$ cat src/rtl/instr_fetch_issue.sv
// Instruction front end: walks byte-wide program memory, gathers 0/1/2 operands per opcode
// and presents {opcode, operand_a, operand_b} to the execute stage over valid/ready.
module instr_fetch_issue #(
  parameter int unsigned AW         = 8,
  parameter int unsigned START_ADDR = 0
) (
  input  logic          clk_i,
  input  logic          rst_ni,
  input  logic          start_i,
  output logic          mem_ren_o,
  output logic [AW-1:0] mem_addr_o,
  input  logic [7:0]    mem_rdata_i,
  output logic          issue_valid_o,
  input  logic          issue_ready_i,
  output logic [7:0]    instr_o,
  output logic [7:0]    operand_a_o,
  output logic [7:0]    operand_b_o,
  output logic          busy_o,
  output logic          halted_o,
  output logic [AW-1:0] pc_o,
  output logic [15:0]   issue_count_o
);

  localparam logic [AW-1:0] StartPc = AW'(START_ADDR);
  localparam logic [7:0]    OpHalt  = 8'h13;

  typedef enum logic [3:0] {
    StIdle, StFOpc, StDOpc, StFA, StCA, StFB, StCB, StIssue, StHalted
  } state_e;

  state_e        state_q, state_d;
  logic [AW-1:0] pc_q;
  logic          mem_end_q;
  logic [7:0]    instr_q, operand_a_q, operand_b_q;
  logic [15:0]   issue_count_q;
  logic          mem_ren_q, issue_valid_q, busy_q, halted_q;
  logic          fetch;

  function automatic logic [1:0] opnd_cnt(input logic [7:0] op);
    if (op <= 8'h0B)      return 2'd2;
    else if (op <= 8'h14) return 2'd1;
    else                  return 2'd0;
  endfunction

  assign fetch = (state_q == StFOpc) || (state_q == StFA) || (state_q == StFB);

  always_comb begin
    state_d = state_q;
    unique case (state_q)
      StIdle:   if (start_i) state_d = StFOpc;
      StFOpc:   state_d = StDOpc;
      StDOpc:   state_d = (opnd_cnt(mem_rdata_i) == 2'd0) ? StIssue : StFA;
      StFA:     state_d = StCA;
      StCA:     state_d = (opnd_cnt(instr_q) == 2'd2) ? StFB : StIssue;
      StFB:     state_d = StCB;
      StCB:     state_d = StIssue;
      // Once the last address has been read, no further opcode is fetched.
      StIssue: begin
        if (issue_ready_i) state_d = (instr_q == OpHalt || mem_end_q) ? StHalted : StFOpc;
      end
      StHalted: state_d = StHalted;
      default:  state_d = StIdle;
    endcase
  end

  always_ff @(posedge clk_i) begin
    if (!rst_ni) begin
      state_q       <= StIdle;
      pc_q          <= StartPc;
      mem_end_q     <= 1'b0;
      instr_q       <= 8'h00;
      operand_a_q   <= 8'h00;
      operand_b_q   <= 8'h00;
      issue_count_q <= 16'h0000;
      mem_ren_q     <= 1'b0;
      issue_valid_q <= 1'b0;
      busy_q        <= 1'b0;
      halted_q      <= 1'b0;
    end else begin
      state_q       <= state_d;
      // Status outputs are registered from the next state so they line up with state_q.
      mem_ren_q     <= (state_d == StFOpc) || (state_d == StFA) || (state_d == StFB);
      issue_valid_q <= (state_d == StIssue);
      busy_q        <= (state_d != StIdle) && (state_d != StHalted);
      halted_q      <= (state_d == StHalted);
      if (fetch) begin
        pc_q <= pc_q + AW'(1);
        if (&pc_q) mem_end_q <= 1'b1;
      end
      case (state_q)
        StDOpc: begin
          instr_q     <= mem_rdata_i;
          operand_a_q <= 8'h00;
          operand_b_q <= 8'h00;
        end
        StCA:    operand_a_q <= mem_rdata_i;
        StCB:    operand_b_q <= mem_rdata_i;
        StIssue: begin
          if (issue_ready_i && issue_count_q != 16'hFFFF) issue_count_q <= issue_count_q + 16'd1;
        end
        default: ;
      endcase
    end
  end

  assign mem_ren_o     = mem_ren_q;
  assign mem_addr_o    = pc_q;
  assign pc_o          = pc_q;
  assign issue_valid_o = issue_valid_q;
  assign instr_o       = instr_q;
  assign operand_a_o   = operand_a_q;
  assign operand_b_o   = operand_b_q;
  assign busy_o        = busy_q;
  assign halted_o      = halted_q;
  assign issue_count_o = issue_count_q;

endmodule

$ cat config.mk
export PLATFORM = sky130hd
export DESIGN_NAME = instr_fetch_issue
export DESIGN_NICKNAME = d
export VERILOG_FILES = /design/src/rtl/instr_fetch_issue.sv
export SDC_FILE = /design/constraint.sdc
export NUM_CORES = 1
export LEC_CHECK = 0
export CORE_MARGIN = 5
export CORE_UTILIZATION = 50
export CTS_BUF_LIST = sky130_fd_sc_hd__clkbuf_8
export DETAILED_ROUTE_END_ITERATION = 8
export GPL_ROUTABILITY_DRIVEN = 0
export PLACE_DENSITY = 0.92
export SYNTH_ARGS = -nofsm -noshare
export SYNTH_HDL_FRONTEND = slang
export SYNTH_SLANG_ARGS = --single-unit
$ cat constraint.sdc
create_clock -name clk_i -period 2.05 [get_ports clk_i]
set_input_delay 0.3075 -clock clk_i [delete_from_list [all_inputs] [get_ports clk_i]]
set_output_delay 0.3075 -clock clk_i [all_outputs]
set_load 0.1 [all_outputs]
==> out/results.tsv, run 1 <==
metric	value	unit
initial drt markers	144	
Final Routed Wirelength	6590	um
placed insts	432	
top cell type's share of synthesized area	43.1	%
status	completed	
Post-CTS Setup Inserts	0	
Area growth, synth to finish	31.7	%
Place WS	-0.0883	ns
largest net degree at the start of global routing	20	
post-cts resize count	0	
Slew Viols, Final	0	
critical path endpoint category	flop	
# DRC	0	
drt wl/cell	14.7	um
Syn Nets	313	
Post-Syn Area per Cell	8.85	um2
min-delay src	mem_end_q$_SDFFE_PN0P_	
reg-to-reg endpoint	issue_count_o[1]$_SDFFE_PN0P_	
Synth top cells by count	dfxtp_1, nand2_1, nor2_1, a21oi_1, a22oi_1	
worst slew pin tran	0.654	ns
GR Overflow Total	0	
Vias	2459	
I/O pin count	72	
Pleak	1.39	nW
min cycle time layout	1.84	ns
Seq cells post-synth	57	
worst r2r path cells	5	
fill count	419	
Post-CTS Hold Buffers	0	
Synth Instances	299	
first-pass GRT wire length	10500	um
area of the multi-input gates	1360	um2
final hold vios	0	
DP Wirelength	5000	um
CTS tree	built	
Initial Util	51.5	%
TritonCTS buffer count	9	
routed vias/inst	5.49	
CP max-delay cell	nor4b_4	
most frequent cell after synthesis	dfxtp_1	
Seq/Total Area, Yosys	43.1	%
Crit Path Category	flop to flop	
Detailed Routing Iterations Pass 1	4	
power per cell area	870	nW/um2
site row count	26	
Crit path depth	5	
initial antenna violation count	0	
EDFF count, synth	0	
area leader, netlist	dfxtp_1	
main area contributors after synthesis	dfxtp_1, nand2_1, a22oi_1	
Slew headroom	55.9	%
post-route ant nets	0	
Largest delay share family, worst path	simple AND/OR/NAND/NOR gates	
vias in the first global route	2244	
Worst Hold Class	flop to flop	
CP required	2.27	ns
Nets	387	
r2r setup slk	0.21	ns
Distinct cells, synth	53	
CP max stage delay	0.52	ns
total power	3.03	mW
TNS Setup	0	ns
Register Area	1160	um2
GRT Total Usage	20.4	%
CP Cell Sequence	ha_1, and3_1, nor4b_4, a21oi_1, mux2i_1	
Clock Sink Count	57	
CTS max path bufs	2	
diodes inserted	0	
Setup Viol. Count Final	0	
root buffer cell	clkbuf_8	
Min-Delay Endpoint	mem_end_q$_SDFFE_PN0P_	
Skew-Pair Late Insertion Delay	0.34	ns
die area	6850	um2
share of post-route cells with drive strength above 1	30.2	%
DP Area	3290	um2
ys flop type	dfxtp_1	
Post-synth ARST share	0	%
Fin Hold WS	0.478	ns
Die X	82.8	um
Cell Area, Synth	2650	um2
fmax	543	MHz
fin cells	448	
fin crit share	89.9	%
final worst slack	0.208	ns
DIE HEIGHT	82.8	um
Synth Warn #	0	
CP arrival	2.06	ns
critical path startpoint category	flop	
Placeable Area	5140	um2
Layout Utilization	67.8	%
IO buf count	71	
Hold Crit Depth	1	
Non-Filler Cell Area, Final	3490	um2
CTS H-tree depth	3	
Max rail drop VDD	609	uV
Clk pin slew, worst setup/hold paths	0.07	ns
unrepaired setup endpoints after global routing	false	
largest fanout on the critical path	10	
Worst Path Buf+Inv	0	
Layout Skew	0.0106	ns
r2r startpoint	issue_count_o[0]$_SDFFE_PN0P_	
# Max-Cap Violations	0	
[flip-flops by register name (all words and copies together), names as in the netlist]
register       cells
mem_ren_o          1
state_q            4
operand_a_o        8
mem_addr_o         8
busy_o             1
operand_b_o        8
instr_o            8
mem_end_q          1
issue_count_o     16
issue_valid_o      1
halted_o           1
[metal layers]
metal  vias to the layer above  share of wire, %  global-route usage, %
met5                         -                 0                      0
met4                         0               1.9                   9.15
met3                        14               7.2                   7.38
met2                        71                49                   33.5
met1                      1145                41                   23.6
li1                       1229                 -                      -
[power by group]
part | leakage [nW] | internal [mW] | switching, mW | total, mW
Combinational | 0.816 | 0.208 | 0.589 | 0.797
Clock | 0.0995 | 0.585 | 0.449 | 1.03
Sequential | 0.469 | 1.16 | 0.0398 | 1.20
[layout by cell type (no fill, tap or decap), drive strengths merged, types with 4 or more instances in the layout]
| cell | synthesis | routed |
|---|---|---|
| buf | 12 | 74 |
| dfxtp | 57 | 57 |
| nand2 | 37 | 37 |
| nor2 | 31 | 31 |
| a21oi | 20 | 20 |
| a22oi | 16 | 16 |
| nand2b | 12 | 12 |
| clkdlybuf4s50 | 0 | 11 |
| mux2i | 10 | 10 |
| clkbuf | 10 | 10 |
| nand3 | 9 | 9 |
| nand4 | 9 | 9 |
| o21ai | 8 | 8 |
| inv | 5 | 6 |
| or3 | 5 | 5 |
| nor4 | 4 | 4 |
[worst reg2reg max path, delay by kind of cell, from the launching register on]
kind	cells	cell delay [ns]
AOI/OAI and AO/OA	1	0.23
adders and majority gates	1	0.19
DFF	1	0.38
and+or+nand+nor	2	0.77
muxes	1	0.16
[cell families after synthesis]
group / synth area share, %
fa+ha+maj: 0.945
mux: 3.78
simple gates: 26.9
xor+xnor: 1.32
compound gates: 18.3
buf+inv: 5.62
flops: 43.1
[how the worst max path moves through the flow]
stage / startpoint / endpoint / slack (ns)
floorplan: issue_count_o[1]$_SDFFE_PN0P_ / issue_count_o[14]$_SDFFE_PN0P_ / 0.03
global placement: mem_rdata_i[5] / busy_o$_SDFF_PN0_ / -0.02
detailed placement: mem_rdata_i[5] / busy_o$_SDFF_PN0_ / -0.09
CTS: issue_count_o[0]$_SDFFE_PN0P_ / issue_count_o[1]$_SDFFE_PN0P_ / 0.22
global route: issue_count_o[0]$_SDFFE_PN0P_ / issue_count_o[1]$_SDFFE_PN0P_ / 0.06
finish: issue_count_o[0]$_SDFFE_PN0P_ / issue_count_o[1]$_SDFFE_PN0P_ / 0.21
[final cells by class]
type	instances	share of cell area [%]
clock buffer	10	3.95
clock inverter	6	1.69
inverter	5	0.538
multi-input combinational	215	38.9
sequential	57	33.3
tap	70	2.51
timing repair buffer	85	19.1
Note: power is estimated with default switching activity, not from simulation.
==> run 2: changes to the inputs <==
--- a/config.mk
+++ b/config.mk
@@ -10,7 +10,8 @@
 export CTS_BUF_LIST = sky130_fd_sc_hd__clkbuf_8
 export DETAILED_ROUTE_END_ITERATION = 8
 export GPL_ROUTABILITY_DRIVEN = 0
-export PLACE_DENSITY = 0.92
+export PLACE_DENSITY = 0.82
+export RECOVER_POWER = 25
 export SYNTH_ARGS = -nofsm -noshare
 export SYNTH_HDL_FRONTEND = slang
 export SYNTH_SLANG_ARGS = --single-unit
==> run 2 against run 1 <==
  * Via count is 1.3% higher
  * Die area did not move
  * Sequential share of layout area increased by 0.16 points
  * Worst hold slack got worse by 0.0031 ns
  * Final cell count unchanged
  * Critical endpoint unchanged
==> out/results.tsv, run 2 (same netlist as run 1, synthesis figures left out) <==
metric	value	unit	change
Register Area	1160	um2	unchanged
Skew-Pair Late Insertion Delay	0.34	ns	about the same
root buffer cell	clkbuf_8		
critical path endpoint category	flop		
GRT Total Usage	20.6	%	+0.19 points
fin crit share	88.7	%	-1.1 points
die area	6850	um2	unchanged
Max rail drop VDD	596	uV	-2.2%
CTS H-tree depth	3		unchanged
# Max-Cap Violations	0		unchanged
unrepaired setup endpoints after global routing	false		
CP required	2.26	ns	about the same
Largest delay share family, worst path	simple AND/OR/NAND/NOR gates		
CP max stage delay	0.50	ns	-0.02 ns
Clk pin slew, worst setup/hold paths	0.07	ns	about the same
DIE HEIGHT	82.8	um	unchanged
largest net degree at the start of global routing	26		+30%
most frequent cells in the layout	buf_4, dfxtp_1, nand2_1		
Die X	82.8	um	unchanged
Fin Hold WS	0.475	ns	-0.00308 ns
routed vias/inst	5.56		+1.3%
site row count	26		unchanged
post-cts resize count	0		unchanged
Post-CTS Setup Inserts	0		unchanged
post-route ant nets	0		unchanged
Pleak	1.39	nW	about the same
Vias	2491		+1.3%
drt wl/cell	14.7	um	about the same
I/O pin count	72		unchanged
DP Wirelength	4840	um	-3.4%
Nets	387		unchanged
DP Area	3290	um2	unchanged
GR Overflow Total	0		unchanged
initial drt markers	113		-22%
critical path startpoint category	flop		
Worst Path Buf+Inv	0		unchanged
CP arrival	2.03	ns	-0.03 ns
worst slew pin tran	0.598	ns	-0.0562 ns
vias in the first global route	2294		+2.2%
TritonCTS buffer count	9		unchanged
initial antenna violation count	0		unchanged
commonest non-fill, non-tap cell in the layout	buf_4		
Layout Utilization	67.5	%	-0.32 points
Final Routed Wirelength	6590	um	about the same
total power	3.28	mW	+8.0%
TNS Setup	0	ns	unchanged
Non-Filler Cell Area, Final	3470	um2	-0.47%
fill count	469		+12%
CTS tree	built		
final hold vios	0		unchanged
Setup Viol. Count Final	0		unchanged
Layout Skew	0.0106	ns	-0.0000160 ns
max reg flops	16		unchanged
# DRC	0		unchanged
CP max-delay cell	nor4b_4		
area of the multi-input gates	1360	um2	unchanged
diodes inserted	0		unchanged
Initial Util	51.5	%	unchanged
Post-CTS Hold Buffers	0		unchanged
status	completed		
Slew headroom	59.7	%	+3.8 points
first-pass GRT wire length	10600	um	+0.92%
CP Cell Sequence	ha_1, and3_1, nor4b_4, a21oi_1, mux2i_1		
Crit Path Category	flop to flop		
Worst Hold Class	flop to flop		
Clock Sink Count	57		unchanged
Detailed Routing Iterations Pass 1	4		unchanged
CTS max path bufs	2		unchanged
min cycle time layout	1.82	ns	-0.0230 ns
fmax	550	MHz	+1.3%
Placeable Area	5140	um2	unchanged
share of post-route cells with drive strength above 1	29.9	%	-0.26 points
largest fanout on the critical path	10		unchanged
power per cell area	944	nW/um2	+8.5%
Slew Viols, Final	0		unchanged
Area growth, synth to finish	31.0	%	
IO buf count	71		unchanged
[run 2: cell types whose count changed in the layout (fill, tap and decap cells not counted)]
cell        change
clkinvlp_4      -1
clkbuf_2       +24
buf_4          -25
clkinv_2        -1
bufinv_16       +2
clkbuf_1        +1
[run 2: cell type report]
cell class | instances | share of cell area (%)
Sequential cell | 57 | 33.4
Clock inverter | 6 | 3.07
Tap cell | 70 | 2.52
Clock buffer | 10 | 3.97
Multi-Input combinational cell | 215 | 39.1
Timing Repair Buffer | 85 | 17.3
Inverter | 5 | 0.541
[run 2: tightest hold or removal path: cells and delay by family, from the launching register on]
family / cells / cell delay (ns)
AOI/OAI and AO/OA: 1 / 0.05
DFF: 1 / 0.32
and+or+nand+nor: 1 / 0.06
[run 2: metal layers]
layer / part of all wire (%) / GRT usage (%) / vias up
met2: 49 / 34.5 / 66
met3: 7.7 / 7.92 / 10
li1: - / - / 1227
met4: 1.6 / 8.33 / 0
met5: 0 / 0 / -
met1: 42 / 23.3 / 1188
[run 2: stage by stage]
step,setup slack [ns],std cells
2_1_floorplan,0.0344,299
4_1_cts,0.259,448
3_3_place_gp,0.0310,432
5_1_grt,0.0792,448
6_report,0.231,448
3_5_place_dp,-0.0140,432
[run 2: path summary, 6_finish.rpt]
kind	from	endpoint	slack [ns]	depth (start not counted)
max	issue_count_o[1]$_SDFFE_PN0P_	issue_count_o[1]$_SDFFE_PN0P_	0.23	5
min	instr_o[7]$_SDFFE_PN0P_	instr_o[7]$_SDFFE_PN0P_	0.48	2
max reg2reg	issue_count_o[1]$_SDFFE_PN0P_	issue_count_o[1]$_SDFFE_PN0P_	0.23	5
min reg2reg	instr_o[7]$_SDFFE_PN0P_	instr_o[7]$_SDFFE_PN0P_	0.48	2
[run 2: power breakdown]
group	switching [mW]	leakage, nW	total [mW]	internal (mW)
logic	0.596	0.793	0.796	0.200
registers	0.0375	0.469	1.20	1.16
clock network	0.446	0.124	1.28	0.834
total	1.08	1.39	3.28	2.20
